### src/rtl/mips_pkg.sv
// Shared MIPS-side definitions: loader FSM states and widths used by the boot loader.
package mips_pkg;
  localparam int DATA_WIDTH_DEF = 32;
  localparam int LD_COUNT_BYTES = 2;

  typedef enum logic [2:0] {
    LD_HDR,
    LD_PAYLOAD,
    LD_WRITE,
    LD_CHK,
    LD_DONE,
    LD_ERR
  } ld_state_t;
endpackage

### src/rtl/ld_word_assembler.sv
// Big-endian byte-to-word assembler: shifts bytes in MSB first, flags the 4th byte.
module ld_word_assembler #(
  parameter int DATA_WIDTH = 32
) (
  input  logic                  clk,
  input  logic                  rst,
  input  logic                  en,
  input  logic [7:0]            byte_in,
  output logic                  word_full,
  output logic [DATA_WIDTH-1:0] word
);
  logic [DATA_WIDTH-9:0] sr;
  logic [1:0]            cnt;

  always_ff @(posedge clk or posedge rst) begin
    if (rst) begin
      sr  <= '0;
      cnt <= '0;
    end else if (en) begin
      sr  <= {sr[DATA_WIDTH-17:0], byte_in};
      cnt <= cnt + 2'd1;
    end
  end

  // The completed word includes the byte being accepted this cycle.
  assign word_full = en && (cnt == 2'd3);
  assign word      = {sr, byte_in};
endmodule

### src/rtl/instr_loader.sv
// Boot-time instruction loader: byte stream -> 32-bit words -> instruction memory.
// Optional LOADER_CHECKSUM_EN adds a trailing XOR checksum byte and CHK state.
module instr_loader
  import mips_pkg::*;
#(
  parameter int DATA_WIDTH      = DATA_WIDTH_DEF,
  parameter int INSTR_MEM_DEPTH = 4096,
  parameter int ADDR_WIDTH      = $clog2(INSTR_MEM_DEPTH)
) (
  input  logic                  CLK,
  input  logic                  RST,
  input  logic [7:0]            BYTE_IN,
  input  logic                  BYTE_VALID,
  output logic                  BYTE_READY,
  output logic                  MEM_WE,
  output logic [ADDR_WIDTH-1:0] MEM_ADDR,
  output logic [DATA_WIDTH-1:0] MEM_WDATA,
  output logic                  CPU_HOLD,
  output logic [15:0]           WORD_COUNT,
  output logic                  DONE,
  output logic                  ERR
);
  localparam logic [31:0] DEPTH_U = INSTR_MEM_DEPTH[31:0];

  ld_state_t             state, state_next;
  logic                  accept;
  logic                  hdr_cnt;
  logic [7:0]            hdr_hi;
  logic [15:0]           hdr_val;
  logic [15:0]           n;
  logic                  word_full;
  logic [DATA_WIDTH-1:0] word;
  ld_state_t             st_end;

`ifdef LOADER_CHECKSUM_EN
  logic [7:0] xsum;
  assign BYTE_READY = !RST && (state == LD_HDR || state == LD_PAYLOAD || state == LD_CHK);
  assign st_end     = LD_CHK;
`else
  assign BYTE_READY = !RST && (state == LD_HDR || state == LD_PAYLOAD);
  assign st_end     = LD_DONE;
`endif

  assign accept  = BYTE_READY && BYTE_VALID;
  assign hdr_val = {hdr_hi, BYTE_IN};

  ld_word_assembler #(.DATA_WIDTH(DATA_WIDTH)) u_asm (
    .clk       (CLK),
    .rst       (RST),
    .en        (accept && state == LD_PAYLOAD),
    .byte_in   (BYTE_IN),
    .word_full (word_full),
    .word      (word)
  );

  always_comb begin
    state_next = state;
    case (state)
      LD_HDR:
        if (accept && hdr_cnt == 1'(LD_COUNT_BYTES - 1)) begin
          if (hdr_val == 16'd0)                 state_next = st_end;
          else if ({16'd0, hdr_val} > DEPTH_U)  state_next = LD_ERR;
          else                                  state_next = LD_PAYLOAD;
        end
      LD_PAYLOAD:
        if (word_full) state_next = LD_WRITE;
      LD_WRITE:
        state_next = (WORD_COUNT + 16'd1 == n) ? st_end : LD_PAYLOAD;
`ifdef LOADER_CHECKSUM_EN
      LD_CHK:
        if (accept) state_next = (BYTE_IN == xsum) ? LD_DONE : LD_ERR;
`endif
      default: state_next = state;
    endcase
  end

  always_ff @(posedge CLK or posedge RST) begin
    if (RST) begin
      state      <= LD_HDR;
      hdr_cnt    <= 1'b0;
      hdr_hi     <= '0;
      n          <= '0;
      WORD_COUNT <= '0;
      MEM_WE     <= 1'b0;
      MEM_ADDR   <= '0;
      MEM_WDATA  <= '0;
      DONE       <= 1'b0;
      ERR        <= 1'b0;
      CPU_HOLD   <= 1'b1;
    end else begin
      state <= state_next;
      if (accept && state == LD_HDR) begin
        hdr_cnt <= ~hdr_cnt;
        if (hdr_cnt == 1'b0) hdr_hi <= BYTE_IN;
        else                 n      <= hdr_val;
      end
      // Address is the pre-increment count, so the first word lands at 0.
      if (word_full) begin
        MEM_ADDR  <= WORD_COUNT[ADDR_WIDTH-1:0];
        MEM_WDATA <= word;
      end
      if (state == LD_WRITE) WORD_COUNT <= WORD_COUNT + 16'd1;
      MEM_WE   <= (state_next == LD_WRITE);
      DONE     <= (state_next == LD_DONE);
      ERR      <= (state_next == LD_ERR);
      CPU_HOLD <= (state_next != LD_DONE);
    end
  end

`ifdef LOADER_CHECKSUM_EN
  always_ff @(posedge CLK or posedge RST) begin
    if (RST)                              xsum <= '0;
    else if (accept && state == LD_PAYLOAD) xsum <= xsum ^ BYTE_IN;
  end
`endif
endmodule

### config.mk
export PLATFORM = sky130hd
export DESIGN_NAME = instr_loader
export DESIGN_NICKNAME = d
export VERILOG_FILES = /design/src/rtl/mips_pkg.sv /design/src/rtl/ld_word_assembler.sv /design/src/rtl/instr_loader.sv
export SDC_FILE = /design/constraint.sdc
export NUM_CORES = 1
export LEC_CHECK = 0
export CORE_MARGIN = 2
export CORE_UTILIZATION = 40
export DETAILED_ROUTE_END_ITERATION = 8
export PLACE_DENSITY = 0.73
export SLEW_MARGIN = 40
export SYNTH_ARGS = -nofsm -noshare
export SYNTH_HDL_FRONTEND = slang
export SYNTH_SLANG_ARGS = --single-unit
### constraint.sdc
create_clock -name CLK -period 5.9 [get_ports CLK]
set_input_delay 1.18 -clock CLK [delete_from_list [all_inputs] [get_ports CLK]]
set_output_delay 1.18 -clock CLK [all_outputs]
set_load 0.05 [all_outputs]
### Word-level counts from Yosys, hierarchy flattened

Index checks and enable logic that the tools add are counted.

* $add $sub $neg: 2
* $mul: 0
* div/mod/pow operators: 0
* $lt $le $gt $ge: 1
* equal/unequal tests: 8
* shifts and indexed selects: 0
* mux-type cells: 6
* bitwise logic cells: 1
* reductions and logical operators: 12

Operators with widths (count)
* 16-bit by 1-bit adder with 16-bit output, second input constant: 1
* 16-bit equality test: 1
* 16-bit by 13-bit > comparator with 1-bit output, second input constant: 1
* 16-bit logical NOT: 1
* 3-bit two-way mux: 5
* 3-bit one-hot mux with 3 select lines: 1
* 3-bit by 2-bit equality test with 1-bit output, second input constant: 2
* 3-bit equality test, second input constant: 2
* 1-bit logical AND: 6
* 2-bit AND reduction: 2
* 3-bit by 1-bit equality test with 1-bit output, second input constant: 1
* 3-bit logical NOT: 1
* 3-bit inequality test, second input constant: 1
* 2-bit by 1-bit adder with 2-bit output, second input constant: 1
* 2-bit equality test, second input constant: 1
* 1-bit logical NOT: 1
* 1-bit logical OR: 1
* 1-bit NOT: 1

* bits in registers: 118
* latch bits: 0
* RAM bits: 0
* memory bits (read-only): 0
* input bits: 11
* output and inout bits: 65
* memories kept: 0

### Longest topological paths before layout

Gate-level depths: netlist (run 1).

* word-level depth: 9
* gate-level depth with buffers: 9
* gate-level depth less buffers: 8

### By module

From an unflattened synthesis (run 1), not the netlist that was laid out.

* cell total of the unflattened synthesis: 419
* area total of the unflattened synthesis: 5271.3 sq um

Modules (own cells, without submodules)
* instr_loader: times used 1, cells an instance 353, area an instance 4129.0 sq um, sequential area each 2303.5 sq um
* ld_word_assembler: times used 1, cells an instance 66, area an instance 1142.3 sq um, sequential area each 650.6 sq um

### Least setup slack after synthesis (run 1)

Ideal clock, no wire load.

* path type: input-to-reg
* start point: in RST
* end point: reg n[0]
* library setup time: 125 ps
* arrival time: 3570 ps
* data required time: 5775 ps
* setup slack: 2205 ps
* stages: 6
* path buffers: 1
* cell sequence: nor3_1 -> nand2_1 -> nor2_1 -> nand2_1 -> clkbuf_1 -> mux2_2

* cells in the longest elaborated chain, start to end: 5

RTL lines
* start, declared: RTL line instr_loader.sv:11 `input logic RST,`
* 1-bit logical NOT (no line)
* 1-bit logical AND: RTL line instr_loader.sv:40 `assign BYTE_READY = !RST && (state == LD_HDR || state == LD_PAYLOAD);`
* 1-bit logical AND: RTL line instr_loader.sv:44 `assign accept = BYTE_READY && BYTE_VALID;`
* 1-bit logical AND: RTL line instr_loader.sv:92 `if (accept && state == LD_HDR) begin`
* 2-bit AND reduction (no line)
* end signal, assigned: RTL line instr_loader.sv:95 `else n <= hdr_val;`
* end, declared: RTL line instr_loader.sv:30 `logic [15:0] n;`

Every way passes these cells.
A chain may end at the register's enable or synchronous reset.

### Worst setup path in the final report (run 1)

* start point: in RST
* end point: out BYTE_READY

* cells in the longest elaborated chain, start to end: 2

RTL lines
* 1-bit logical NOT (no line)
* 1-bit logical AND: RTL line instr_loader.sv:40
* end, declared: RTL line instr_loader.sv:14 `output logic BYTE_READY,`

Every way passes these cells.

==> impl_metrics.py, run 1 <==
metrics = {
    "outcome": {
        "run_status": "finished clean",
    },
    "synth": {
        "synth_adder_area_share": 0.00479,
        "synth_xor_area_frac": 0.0621,
        "synthesis.area_per_instance_um2": 10.8,
        "synth.area.top_cells": "sky130_fd_sc_hd__dfrtp_1 56%, sky130_fd_sc_hd__mux2_2 11%, sky130_fd_sc_hd__nand2_1 10%",
        "synth.largest_area_cell": "sky130_fd_sc_hd__dfrtp_1",
        "synthesized_net_count": 497,
        "synth-simple-area-share": 0.184,
        "synth-edff-count": 0,
        "postSynth.asyncResetShare": 1.00,
        "post_synth_mux_area_share": 0.110,
        "area_fraction_in_compound_gates_after_synthesis": 0.0393,
        "yosys_warnings": 0,
        "ys_seq_elements": 118,
        "ys_dominant_reg_cell": "sky130_fd_sc_hd__dfrtp_1",
        "seq_area_frac_synth": 0.566,
        "synthDominantCellAreaShare": 0.561,
        "synth.distinct_cells": 52,
        "synth_area_um2": 5220,
        "post_synth_inst_count": 484,
        "main_combinational_cell_family_by_area_after_synthesis": "simple AND/OR/NAND/NOR gates",
    },
    "timing": {
        "period_share": 0.693,
        "report.final.setup_viol": 0,
        "timing_max_transition_violations_final": 0,
        "fin_worst_skew_ps": 6.08,
        "post_route_setup_tns_ps": 0,
        "final.min_clock_period_ps": 4090,
        "report.final.hold_viol_count": 0,
        "grt_setup_unrepaired": "no",
        "worstMarginPinSlew_ps": 781,
        "worst_slew_margin_rel": 0.479,
        "fmaxAchievable_mhz": 244,
    },
    "detailed_routing": {
        "detailedRoute.firstIterationViolations": 226,
        "drt_pre_antenna_iters": 4,
        "drt-total-wl_mm": 11.4,
        "post_drt_wl_per_cell_um": 15.4,
        "drt_drc_violations_left": 0,
        "detailroute.via_count": 3739,
        "vias_per_cell": 5.06,
        "antenna_violating_nets_post_route": 0,
    },
    "global_routing": {
        "grt_pass1_vias": 3711,
        "first_pass_grt_wire_length_mm": 19.1,
        "globalRouteOverflowTotal": 0,
        "grt.total_usage": 0.173,
        "grt_max_degree": 73,
        "initial_antenna_violation_count": 0,
    },
    "pwr": {
        "worst_ir_drop_on_vdd_v": 0.000267,
        "power.density_cell_area_nw_per_um2": 513,
        "power.leakage_nw": 3.07,
    },
    "worst_setup_path": {
        "worstPathArrival_ps": 2910,
        "critPathTopFamily": "buffers and inverters",
        "cpMaxStageDelayCell": "sky130_fd_sc_hd__clkdlybuf4s50_1",
        "critPathLaunchType": "input port",
        "crit_path_frequent_cell": "sky130_fd_sc_hd__clkdlybuf4s50_1",
        "critical_path_required_ps": 4720,
        "crit_type": "input port to primary output",
        "worst_setup_path_end_kind": "primary output",
        "crit_path_max_incr_delay_ps": 890,
        "crit_buf_inv": 2,
        "cp_cell_sequence": "clkdlybuf4s50_1 -> nor3_1 -> clkdlybuf4s50_1",
        "path_max_fanout": 4,
    },
    "place": {
        "gpl.final_weighted_congestion": 0.857,
        "post_dp_cell_area_um2": 6050,
        "io_buffer_count": 75,
        "dp_hpwl_mm": 7.88,
    },
    "cts": {
        "ctsLongestPathBuffers": 2,
        "hold_buf_count_cts": 0,
        "worst_setup_hold_path_clk_slew_ps": 50,
        "clock-sinks": 118,
        "ctsResizeCount": 0,
        "cts-buffers-inserted": 17,
        "clock_tree_from_tritoncts": "done",
        "htree_levels": 4,
        "clock_tree.root_cell": "sky130_fd_sc_hd__clkbuf_16",
        "worstSkewPairLatency_ps": 410,
        "postCtsSetupRepairBufs": 0,
    },
    "min_path": {
        "hold_class": "register to register",
    },
    "cells_and_area": {
        "cell_area_after_layout_um2": 6620,
        "insertedDiodeCount": 0,
        "drive_gt1_frac": 0.162,
        "synthToLayoutAreaGrowth_pct": 26.8,
        "final_nets": 568,
    },
    "floorplanning": {
        "io-pin-count": 76,
        "die_w_um": 118,
        "dieHeight_um": 118,
        "initial_utilization": 0.412,
        "fp.coreArea_um2": 12700,
        "die_area_um2": 14000,
        "placementRows": 41,
    },
    "flow_run": {
        "max-cap-violations": 0,
    },
}
[cell usage after synthesis, types with 2 or more instances]
cell	count
sky130_fd_sc_hd__buf_1	3
sky130_fd_sc_hd__and3_1	3
sky130_fd_sc_hd__nand2_1	146
sky130_fd_sc_hd__buf_2	2
sky130_fd_sc_hd__nand3_1	9
sky130_fd_sc_hd__a21oi_1	4
sky130_fd_sc_hd__o2111ai_1	2
sky130_fd_sc_hd__o21ai_0	2
sky130_fd_sc_hd__ha_1	2
sky130_fd_sc_hd__and3_2	2
sky130_fd_sc_hd__nor4_1	10
sky130_fd_sc_hd__nor3_1	9
sky130_fd_sc_hd__nor2_1	15
sky130_fd_sc_hd__buf_6	5
sky130_fd_sc_hd__dfrtp_1	117
sky130_fd_sc_hd__o211ai_1	3
sky130_fd_sc_hd__o21a_1	2
sky130_fd_sc_hd__and2_1	2
sky130_fd_sc_hd__inv_1	3
sky130_fd_sc_hd__a31oi_1	2
sky130_fd_sc_hd__nand4_1	11
sky130_fd_sc_hd__xor2_1	16
sky130_fd_sc_hd__mux2_2	50
sky130_fd_sc_hd__clkbuf_1	10
sky130_fd_sc_hd__or4_1	2
sky130_fd_sc_hd__xnor2_1	21
sky130_fd_sc_hd__buf_4	4
sky130_fd_sc_hd__a211oi_1	3
[flip-flops by register name, summed over array words and instances, names as in the netlist, 2 cells and up]
register	flops
MEM_WDATA	32
u_asm.sr	24
WORD_COUNT	16
n	16
MEM_ADDR	12
hdr_hi	8
state	3
u_asm.cnt	2
[path summary, 6_finish.rpt]
path / startpoint / endpoint / slack (ps) / cells after the start
max: RST / BYTE_READY / 1810 / 3
max in group asynchronous: RST / MEM_WDATA[21]$_DFFE_PP0P_ / 3600 / 3
min in group asynchronous: RST / state[2]$_DFF_PP0_ / 1270 / 2
min reg2reg: MEM_ADDR[0]$_DFFE_PP0P_ / MEM_ADDR[0]$_DFFE_PP0P_ / 470 / 2
min: MEM_ADDR[0]$_DFFE_PP0P_ / MEM_ADDR[0]$_DFFE_PP0P_ / 470 / 2
max reg2reg: WORD_COUNT[0]$_DFFE_PP0P_ / CPU_HOLD$_DFF_PP1_ / 2840 / 8
[power breakdown]
part	switching, mW	internal [mW]	total (mW)	leakage [nW]
clock network	0.342	0.628	0.970	0.277
logic	0.688	0.452	1.14	1.27
registers	0.209	1.08	1.28	1.53
total	1.24	2.16	3.40	3.07
[cells in the final DEF (no fill, tap or decap), types with 9 or more instances in the layout]
cell	n
sky130_fd_sc_hd__xnor2_1	21
sky130_fd_sc_hd__clkbuf_16	17
sky130_fd_sc_hd__nand2_1	146
sky130_fd_sc_hd__mux2_2	50
sky130_fd_sc_hd__nor3_1	9
sky130_fd_sc_hd__dfrtp_1	117
sky130_fd_sc_hd__clkdlybuf4s50_1	75
sky130_fd_sc_hd__nor4_1	10
sky130_fd_sc_hd__xor2_1	16
sky130_fd_sc_hd__nand3_1	9
sky130_fd_sc_hd__nor2_1	15
sky130_fd_sc_hd__nand4_1	11
[cell families after synthesis]
| group | Yosys count |
|---|---|
| mux | 51 |
| buf+inv | 30 |
| xor+xnor | 37 |
| compound gates | 28 |
| fa+ha+maj | 2 |
| flops | 118 |
| simple gates | 218 |
[worst reg2reg max path: stages (launching register included)]
cell and delay [ps]:
sky130_fd_sc_hd__dfrtp_1 510, sky130_fd_sc_hd__ha_1 340, sky130_fd_sc_hd__nand3_1 380, sky130_fd_sc_hd__nor3_1 310, sky130_fd_sc_hd__mux2_2 370, sky130_fd_sc_hd__nor4_1 330
sky130_fd_sc_hd__and3_2 250, sky130_fd_sc_hd__a21boi_1 110, sky130_fd_sc_hd__or3_1 380
[routing by layer]
layer / part of all wire / GRT usage
met1: 0.45 / 0.232
met2: 0.48 / 0.262
met3: 0.051 / 0.0526
met4: 0.018 / 0.0730
met5: 0 / 0
[metrics by stage]
step | instances | util | total power, mW | hold slack [ps] | setup WS [ps]
final | 739 | 0.523 | 3.40 | 469 | 1810
after global routing | 739 | 0.523 | 3.57 | 495 | 1740
after CTS | 739 | 0.522 | 3.43 | 476 | 1830
after detailed placement | 708 | 0.477 | 2.44 | 459 | 1840
after global placement | 708 | 0.477 | 2.40 | 454 | 1890
after floorplan | 484 | - | 2.06 | 433 | 1590
[area by class of cell]
type | count | area, um2
timing repair buffer | 78 | 773
clock buffer | 23 | 498
tap | 172 | 215
fill | 1122 | 6050
multi-input combinational | 336 | 2090
clock inverter | 8 | 72.6
sequential | 118 | 2950
inverter | 4 | 20.0
(Power assumes the default switching activity.)
==> run 2, diff against run 1 <==
Settings changed: PLACE_DENSITY 0.73 to 0.75.
Clock period 5.9 ns to 3.4 ns, I/O delays scaled along.
==> run 2 against run 1 <==
Design area rose by 1.2%; final cell count rose by 0.81%; clock power rose by 71%; clock skew rose by 5.3 ps; largest power group unchanged; hold slack got worse by 4.9 ps; count of clock-buffer cells in the layout fell by 5; total power rose by 74%; first-iteration DRC count rose by 6.2%; critical path depth rose by 5.
==> impl_metrics.py, run 2 (synthesis gave the netlist of run 1 again) <==
metrics = {
    "outcome": {
        "run_status": "finished clean",
    },
    "timing": {
        "fmaxAchievable_mhz": 335,
        "fin_worst_skew_ps": 11.4,
        "hold_ws_ps": 464,
        "report.final.setup_viol": 0,
        "worst_slew_margin_rel": 0.585,
        "worstMarginPinSlew_ps": 620,
        "final.min_clock_period_ps": 2980,
        "post_route_setup_tns_ps": 0,
        "fin_ws_ps": 417,
        "timing_max_transition_violations_final": 0,
        "grt_setup_unrepaired": "no",
        "period_share": 0.877,
        "report.final.hold_viol_count": 0,
    },
    "worst_setup_path": {
        "critPathLaunchType": "register",
        "critical_path_required_ps": 3730,
        "worst_setup_path_end_kind": "register",
        "path_max_fanout": 11,
        "setup_slack_on_the_worst_flop_to_flop_path_ps": 420,
        "rr_endpoint": "CPU_HOLD$_DFF_PP1_",
        "cpMaxStageDelayCell": "sky130_fd_sc_hd__dfrtp_1",
        "crit_type": "register to register",
        "cp_cell_sequence": "ha_1 -> nand3_1 -> nor3_1 -> mux2_2 -> nor4_1 -> and3_2 -> a21boi_1 -> or3_1",
        "timing.rr.start": "WORD_COUNT[0]$_DFFE_PP0P_",
        "worst_r2r_path_depth": 8,
        "critPathTopFamily": "simple AND/OR/NAND/NOR gates",
        "crit_path_max_incr_delay_ps": 500,
        "wp_depth": 8,
        "critical_path.startpoint": "WORD_COUNT[0]$_DFFE_PP0P_",
        "worstPathArrival_ps": 3310,
        "crit_buf_inv": 0,
        "endpoint": "CPU_HOLD$_DFF_PP1_",
    },
    "pwr": {
        "pwr-share-clk": 0.281,
        "power.density_cell_area_nw_per_um2": 882,
        "p_seq_frac": 0.379,
        "share_of_total_power_in_combinational_logic": 0.340,
        "net_switching_mw": 2.28,
        "power_report.internal_total_mw": 3.63,
        "worst_ir_drop_on_vdd_v": 0.000505,
        "power.leakage_nw": 3.11,
        "swShare": 0.386,
    },
    "global_routing": {
        "grt.total_usage": 0.184,
        "grt_max_degree": 54,
        "first_pass_grt_wire_length_mm": 20.2,
        "globalRouteOverflowTotal": 0,
        "grt_pass1_vias": 3917,
        "initial_antenna_violation_count": 0,
    },
    "floorplanning": {
        "fp.coreArea_um2": 12700,
        "die_area_um2": 14000,
        "io-pin-count": 76,
        "dieHeight_um": 118,
        "placementRows": 41,
        "initial_utilization": 0.412,
        "die_w_um": 118,
    },
    "place": {
        "placed_cells": 712,
        "dpl_worst_slack_ps": 465,
        "dp_hpwl_mm": 8.33,
        "io_buffer_count": 75,
        "gpl.final_weighted_congestion": 0.908,
    },
    "detailed_routing": {
        "detailedRoute.firstIterationViolations": 240,
        "drt-total-wl_mm": 12.2,
        "vias_per_cell": 5.15,
        "post_drt_wl_per_cell_um": 16.3,
        "detailroute.via_count": 3837,
        "drt_pre_antenna_iters": 5,
        "antenna_violating_nets_post_route": 0,
        "drt_drc_violations_left": 0,
    },
    "cells_and_area": {
        "drive_gt1_frac": 0.175,
        "nFillCells": 1126,
        "largestRegisters": "MEM_WDATA x32, u_asm.sr x24",
        "register_with_the_most_flip_flops": "MEM_WDATA",
        "synthToLayoutAreaGrowth_pct": 28.3,
        "insertedDiodeCount": 0,
        "mostFrequentLayoutCells": "146 x sky130_fd_sc_hd__nand2_1, 117 x sky130_fd_sc_hd__dfrtp_1, 74 x sky130_fd_sc_hd__clkdlybuf4s50_1",
        "largest_register_ffs": 32,
        "instances_no_fill": 745,
        "register_area_um2": 2950,
        "layout_commonest_cell": "sky130_fd_sc_hd__nand2_1",
        "final_nets": 573,
        "multiInputGateArea_um2": 2090,
    },
    "cts": {
        "worst_setup_hold_path_clk_slew_ps": 60,
        "clock_tree.root_cell": "sky130_fd_sc_hd__clkbuf_16",
        "cts-buffers-inserted": 17,
        "clock_tree_from_tritoncts": "done",
        "htree_levels": 4,
        "hold_buf_count_cts": 0,
        "worstSkewPairLatency_ps": 420,
        "postCtsSetupRepairBufs": 0,
        "ctsResizeCount": 0,
        "ctsLongestPathBuffers": 2,
        "clock-sinks": 118,
    },
    "flow_run": {
        "max-cap-violations": 0,
    },
    "min_path": {
        "hold_class": "register to register",
    },
}
run 2: changes by cell type in the layout (fill, tap and decap cells not counted):
cell	delta
sky130_fd_sc_hd__buf_12	+3
sky130_fd_sc_hd__buf_16	+1
sky130_fd_sc_hd__buf_4	+2
sky130_fd_sc_hd__bufinv_16	-1
sky130_fd_sc_hd__clkbuf_1	-1
sky130_fd_sc_hd__clkbuf_8	-4
sky130_fd_sc_hd__clkdlybuf4s50_1	-1
sky130_fd_sc_hd__clkinv_2	-3
sky130_fd_sc_hd__clkinv_4	+4
sky130_fd_sc_hd__inv_6	+6
run 2: worst min path at each step:
stage	startpoint	end	depth (start not counted)
2_1_floorplan	u_asm.sr[16]$_DFFE_PP0P_	MEM_WDATA[24]$_DFFE_PP0P_	2
3_3_place_gp	u_asm.sr[17]$_DFFE_PP0P_	MEM_WDATA[25]$_DFFE_PP0P_	2
3_5_place_dp	u_asm.sr[20]$_DFFE_PP0P_	MEM_WDATA[28]$_DFFE_PP0P_	2
4_1_cts	u_asm.sr[20]$_DFFE_PP0P_	MEM_WDATA[28]$_DFFE_PP0P_	2
5_1_grt	u_asm.sr[22]$_DFFE_PP0P_	MEM_WDATA[30]$_DFFE_PP0P_	2
6_report	u_asm.sr[20]$_DFFE_PP0P_	MEM_WDATA[28]$_DFFE_PP0P_	2
run 2: tightest hold or removal path, stage by stage (launching register included):
cell and delay (ps):
sky130_fd_sc_hd__dfrtp_1 340, sky130_fd_sc_hd__nand2_1 50, sky130_fd_sc_hd__nand2_1 50
run 2: metrics by stage:
| stage | total power [mW] | cell area, um2 | util |
|---|---|---|---|
| after floorplan | 3.58 | 5230 | - |
| after global placement | 4.19 | 6110 | 0.483 |
| after detailed placement | 4.26 | 6110 | 0.483 |
| after CTS | 5.95 | 6670 | 0.526 |
| after global routing | 6.20 | 6700 | 0.529 |
| final | 5.91 | 6700 | 0.529 |
run 2: final cells by class:
type / count / area share
inverters: 4 / 0.00280
clock buffers: 18 / 0.0656
clock inverters: 14 / 0.0174
well taps: 172 / 0.0321
repair buffers: 83 / 0.129
flip-flops and latches: 118 / 0.441
multi-input cells: 336 / 0.312
run 2: power by group through the flow:
stage                     Combinational [mW]  Clock [mW]  Sequential, mW
after global placement                  1.96           0            2.23
after floorplan                        0.779           0            2.80
after global routing                    2.15        1.76            2.30
after CTS                               2.03        1.68            2.24
final                                   2.01        1.66            2.24
after detailed placement                2.00           0            2.25
run 2: routing by layer:
metal | GRT usage | vias to the layer above | wire, um
li1 | - | 1803 | -
met1 | 0.252 | 1905 | 5670
met2 | 0.280 | 112 | 5690
met3 | 0.0478 | 17 | 599
met4 | 0.0700 | 0 | 210
met5 | 0 | - | 0
==> run 3, diff against run 2 <==
Settings changed: CELL_PAD_IN_SITES_DETAIL_PLACEMENT set to 2, CELL_PAD_IN_SITES_GLOBAL_PLACEMENT set to 2, CORE_UTILIZATION 40 to 32, PLACE_DENSITY 0.75 to 0.87.
==> run 3 against run 2 <==
Design area is 1.0% higher; sequential power is 4% higher; combinational power is 7% higher; flip-flop and latch count stayed put; final cell count is 6.0% higher; critical path depth stayed put; non-clock buffer count is 1 higher; sequential share of layout area is 0.44 points lower; global-route usage is 2.8 points higher; largest power group unchanged.
==> impl_metrics.py, run 3 (synthesis gave the netlist of run 1 again) <==
metrics = {
    "cts": {
        "htree_levels": 4,
        "worstSkewPairLatency_ps": 430,
        "cts-buffers-inserted": 17,
        "hold_buf_count_cts": 0,
        "ctsLongestPathBuffers": 2,
        "worst_setup_hold_path_clk_slew_ps": 60,
        "clock_tree_from_tritoncts": "done",
        "postCtsSetupRepairBufs": 0,
        "clock_tree.root_cell": "sky130_fd_sc_hd__clkbuf_16",
        "clock-sinks": 118,
    },
    "place": {
        "dp_hpwl_mm": 11.2,
        "dpl_worst_slack_ps": 229,
        "placed_cells": 757,
        "io_buffer_count": 75,
        "post_dp_cell_area_um2": 6160,
        "gpl.final_weighted_congestion": 0.856,
    },
    "timing": {
        "grt_setup_unrepaired": "no",
        "report.final.hold_viol_count": 0,
        "hold_ws_ps": 475,
        "worstMarginPinSlew_ps": 688,
        "timing_max_transition_violations_final": 0,
        "period_share": 0.943,
        "final.min_clock_period_ps": 3210,
        "fmaxAchievable_mhz": 312,
        "post_route_setup_tns_ps": 0,
        "report.final.setup_viol": 0,
        "fin_worst_skew_ps": 12.6,
        "worst_slew_margin_rel": 0.539,
        "fin_ws_ps": 193,
    },
    "outcome": {
        "run_status": "finished clean",
    },
    "floorplanning": {
        "placementRows": 46,
        "die_area_um2": 17400,
        "io-pin-count": 76,
        "dieHeight_um": 132,
        "die_w_um": 132,
        "fp.coreArea_um2": 15900,
        "initial_utilization": 0.327,
    },
    "global_routing": {
        "first_pass_grt_wire_length_mm": 28.4,
        "grt_pass1_vias": 4747,
        "globalRouteOverflowTotal": 0,
        "initial_antenna_violation_count": 0,
        "grt.total_usage": 0.212,
        "grt_max_degree": 47,
    },
    "pwr": {
        "net_switching_mw": 2.49,
        "power_report.internal_total_mw": 3.75,
        "swShare": 0.399,
        "power.leakage_nw": 3.10,
        "post-layout-total-power_mw": 6.25,
        "power.density_cell_area_nw_per_um2": 923,
        "pwr-share-clk": 0.285,
        "share_of_total_power_in_combinational_logic": 0.343,
        "worst_ir_drop_on_vdd_v": 0.000413,
        "p_seq_frac": 0.371,
    },
    "worst_setup_path": {
        "rr_endpoint": "CPU_HOLD$_DFF_PP1_",
        "path_max_fanout": 8,
        "critPathLaunchType": "register",
        "timing.rr.start": "WORD_COUNT[0]$_DFFE_PP0P_",
        "worstPathArrival_ps": 3550,
        "setup_slack_on_the_worst_flop_to_flop_path_ps": 190,
        "worst_setup_path_end_kind": "register",
        "critical_path_required_ps": 3740,
        "crit_type": "register to register",
        "worst_r2r_path_depth": 8,
    },
    "cells_and_area": {
        "nFillCells": 1627,
        "mostFrequentLayoutCells": "146 x sky130_fd_sc_hd__nand2_1, 117 x sky130_fd_sc_hd__dfrtp_1, 74 x sky130_fd_sc_hd__clkdlybuf4s50_1",
        "instances_no_fill": 790,
        "synthToLayoutAreaGrowth_pct": 29.6,
        "final_nets": 574,
        "postLayoutCoreUtil": 0.424,
        "cell_area_after_layout_um2": 6770,
        "drive_gt1_frac": 0.174,
        "insertedDiodeCount": 0,
        "register_with_the_most_flip_flops": "MEM_WDATA",
        "register_area_um2": 2950,
        "multiInputGateArea_um2": 2090,
        "layout_commonest_cell": "sky130_fd_sc_hd__nand2_1",
        "largest_register_ffs": 32,
        "largestRegisters": "MEM_WDATA x32, u_asm.sr x24",
    },
    "min_path": {
        "hold-path-endpoint": "MEM_ADDR[3]$_DFFE_PP0P_",
        "worstHoldStart": "MEM_ADDR[3]$_DFFE_PP0P_",
        "cell_count_of_the_worst_hold_path": 2,
        "hold_class": "register to register",
    },
    "detailed_routing": {
        "post_drt_wl_per_cell_um": 22.5,
        "drt_drc_violations_left": 0,
        "detailedRoute.firstIterationViolations": 159,
        "detailroute.via_count": 4051,
        "drt_pre_antenna_iters": 4,
        "antenna_violating_nets_post_route": 0,
        "vias_per_cell": 5.13,
        "drt-total-wl_mm": 17.7,
    },
    "flow_run": {
        "max-cap-violations": 0,
    },
}
-- run 3: critical path, stage by stage, from the launching register on --
cell	delay, ps
sky130_fd_sc_hd__dfrtp_1	540
sky130_fd_sc_hd__ha_1	400
sky130_fd_sc_hd__nand3_2	240
sky130_fd_sc_hd__nor3_1	350
sky130_fd_sc_hd__mux2_2	390
sky130_fd_sc_hd__nor4_1	420
sky130_fd_sc_hd__and3_2	280
sky130_fd_sc_hd__a21boi_1	120
sky130_fd_sc_hd__or3_1	400
-- run 3: cell type report --
| class | instances | share of cell area |
|---|---|---|
| clock buffer | 20 | 0.0660 |
| clock inverter | 12 | 0.0190 |
| inverter | 4 | 0.00277 |
| multi-input combinational | 336 | 0.309 |
| sequential | 118 | 0.437 |
| tap | 216 | 0.0399 |
| timing repair buffer | 84 | 0.126 |
-- run 3: power groups by stage --
stage,clock network (mW),logic [mW],registers (mW)
after CTS,1.81,2.17,2.32
after floorplan,0,0.779,2.80
after global placement,0,1.97,2.25
after detailed placement,0,2.09,2.30
after global routing,1.86,2.27,2.37
final,1.78,2.15,2.32
-- run 3: repair_timing --
| action | in CTS | in global routing |
|---|---|---|
| endpoints found under the hold margin | 0 | 0 |
| resized for setup | 0 | 1 |
| endpoints found under the setup margin | 0 | 2 |
-- run 3: how the worst max path moves through the flow --
stage,startpoint,end,slack (ps)
finish,WORD_COUNT[0]$_DFFE_PP0P_,CPU_HOLD$_DFF_PP1_,190
global route,WORD_COUNT[0]$_DFFE_PP0P_,ERR$_DFF_PP0_,70
detailed placement,WORD_COUNT[0]$_DFFE_PP0P_,CPU_HOLD$_DFF_PP1_,230
CTS,WORD_COUNT[0]$_DFFE_PP0P_,ERR$_DFF_PP0_,100
global placement,WORD_COUNT[0]$_DFFE_PP0P_,CPU_HOLD$_DFF_PP1_,660
floorplan,RST,n[0]$_DFFE_PP0P_,210
-- run 3: routing by layer --
| layer | part of all wire | GRT usage |
|---|---|---|
| met2 | 0.52 | 0.378 |
| met5 | 0 | 0 |
| met1 | 0.42 | 0.254 |
| met4 | 0.020 | 0.0743 |
| met3 | 0.038 | 0.0446 |
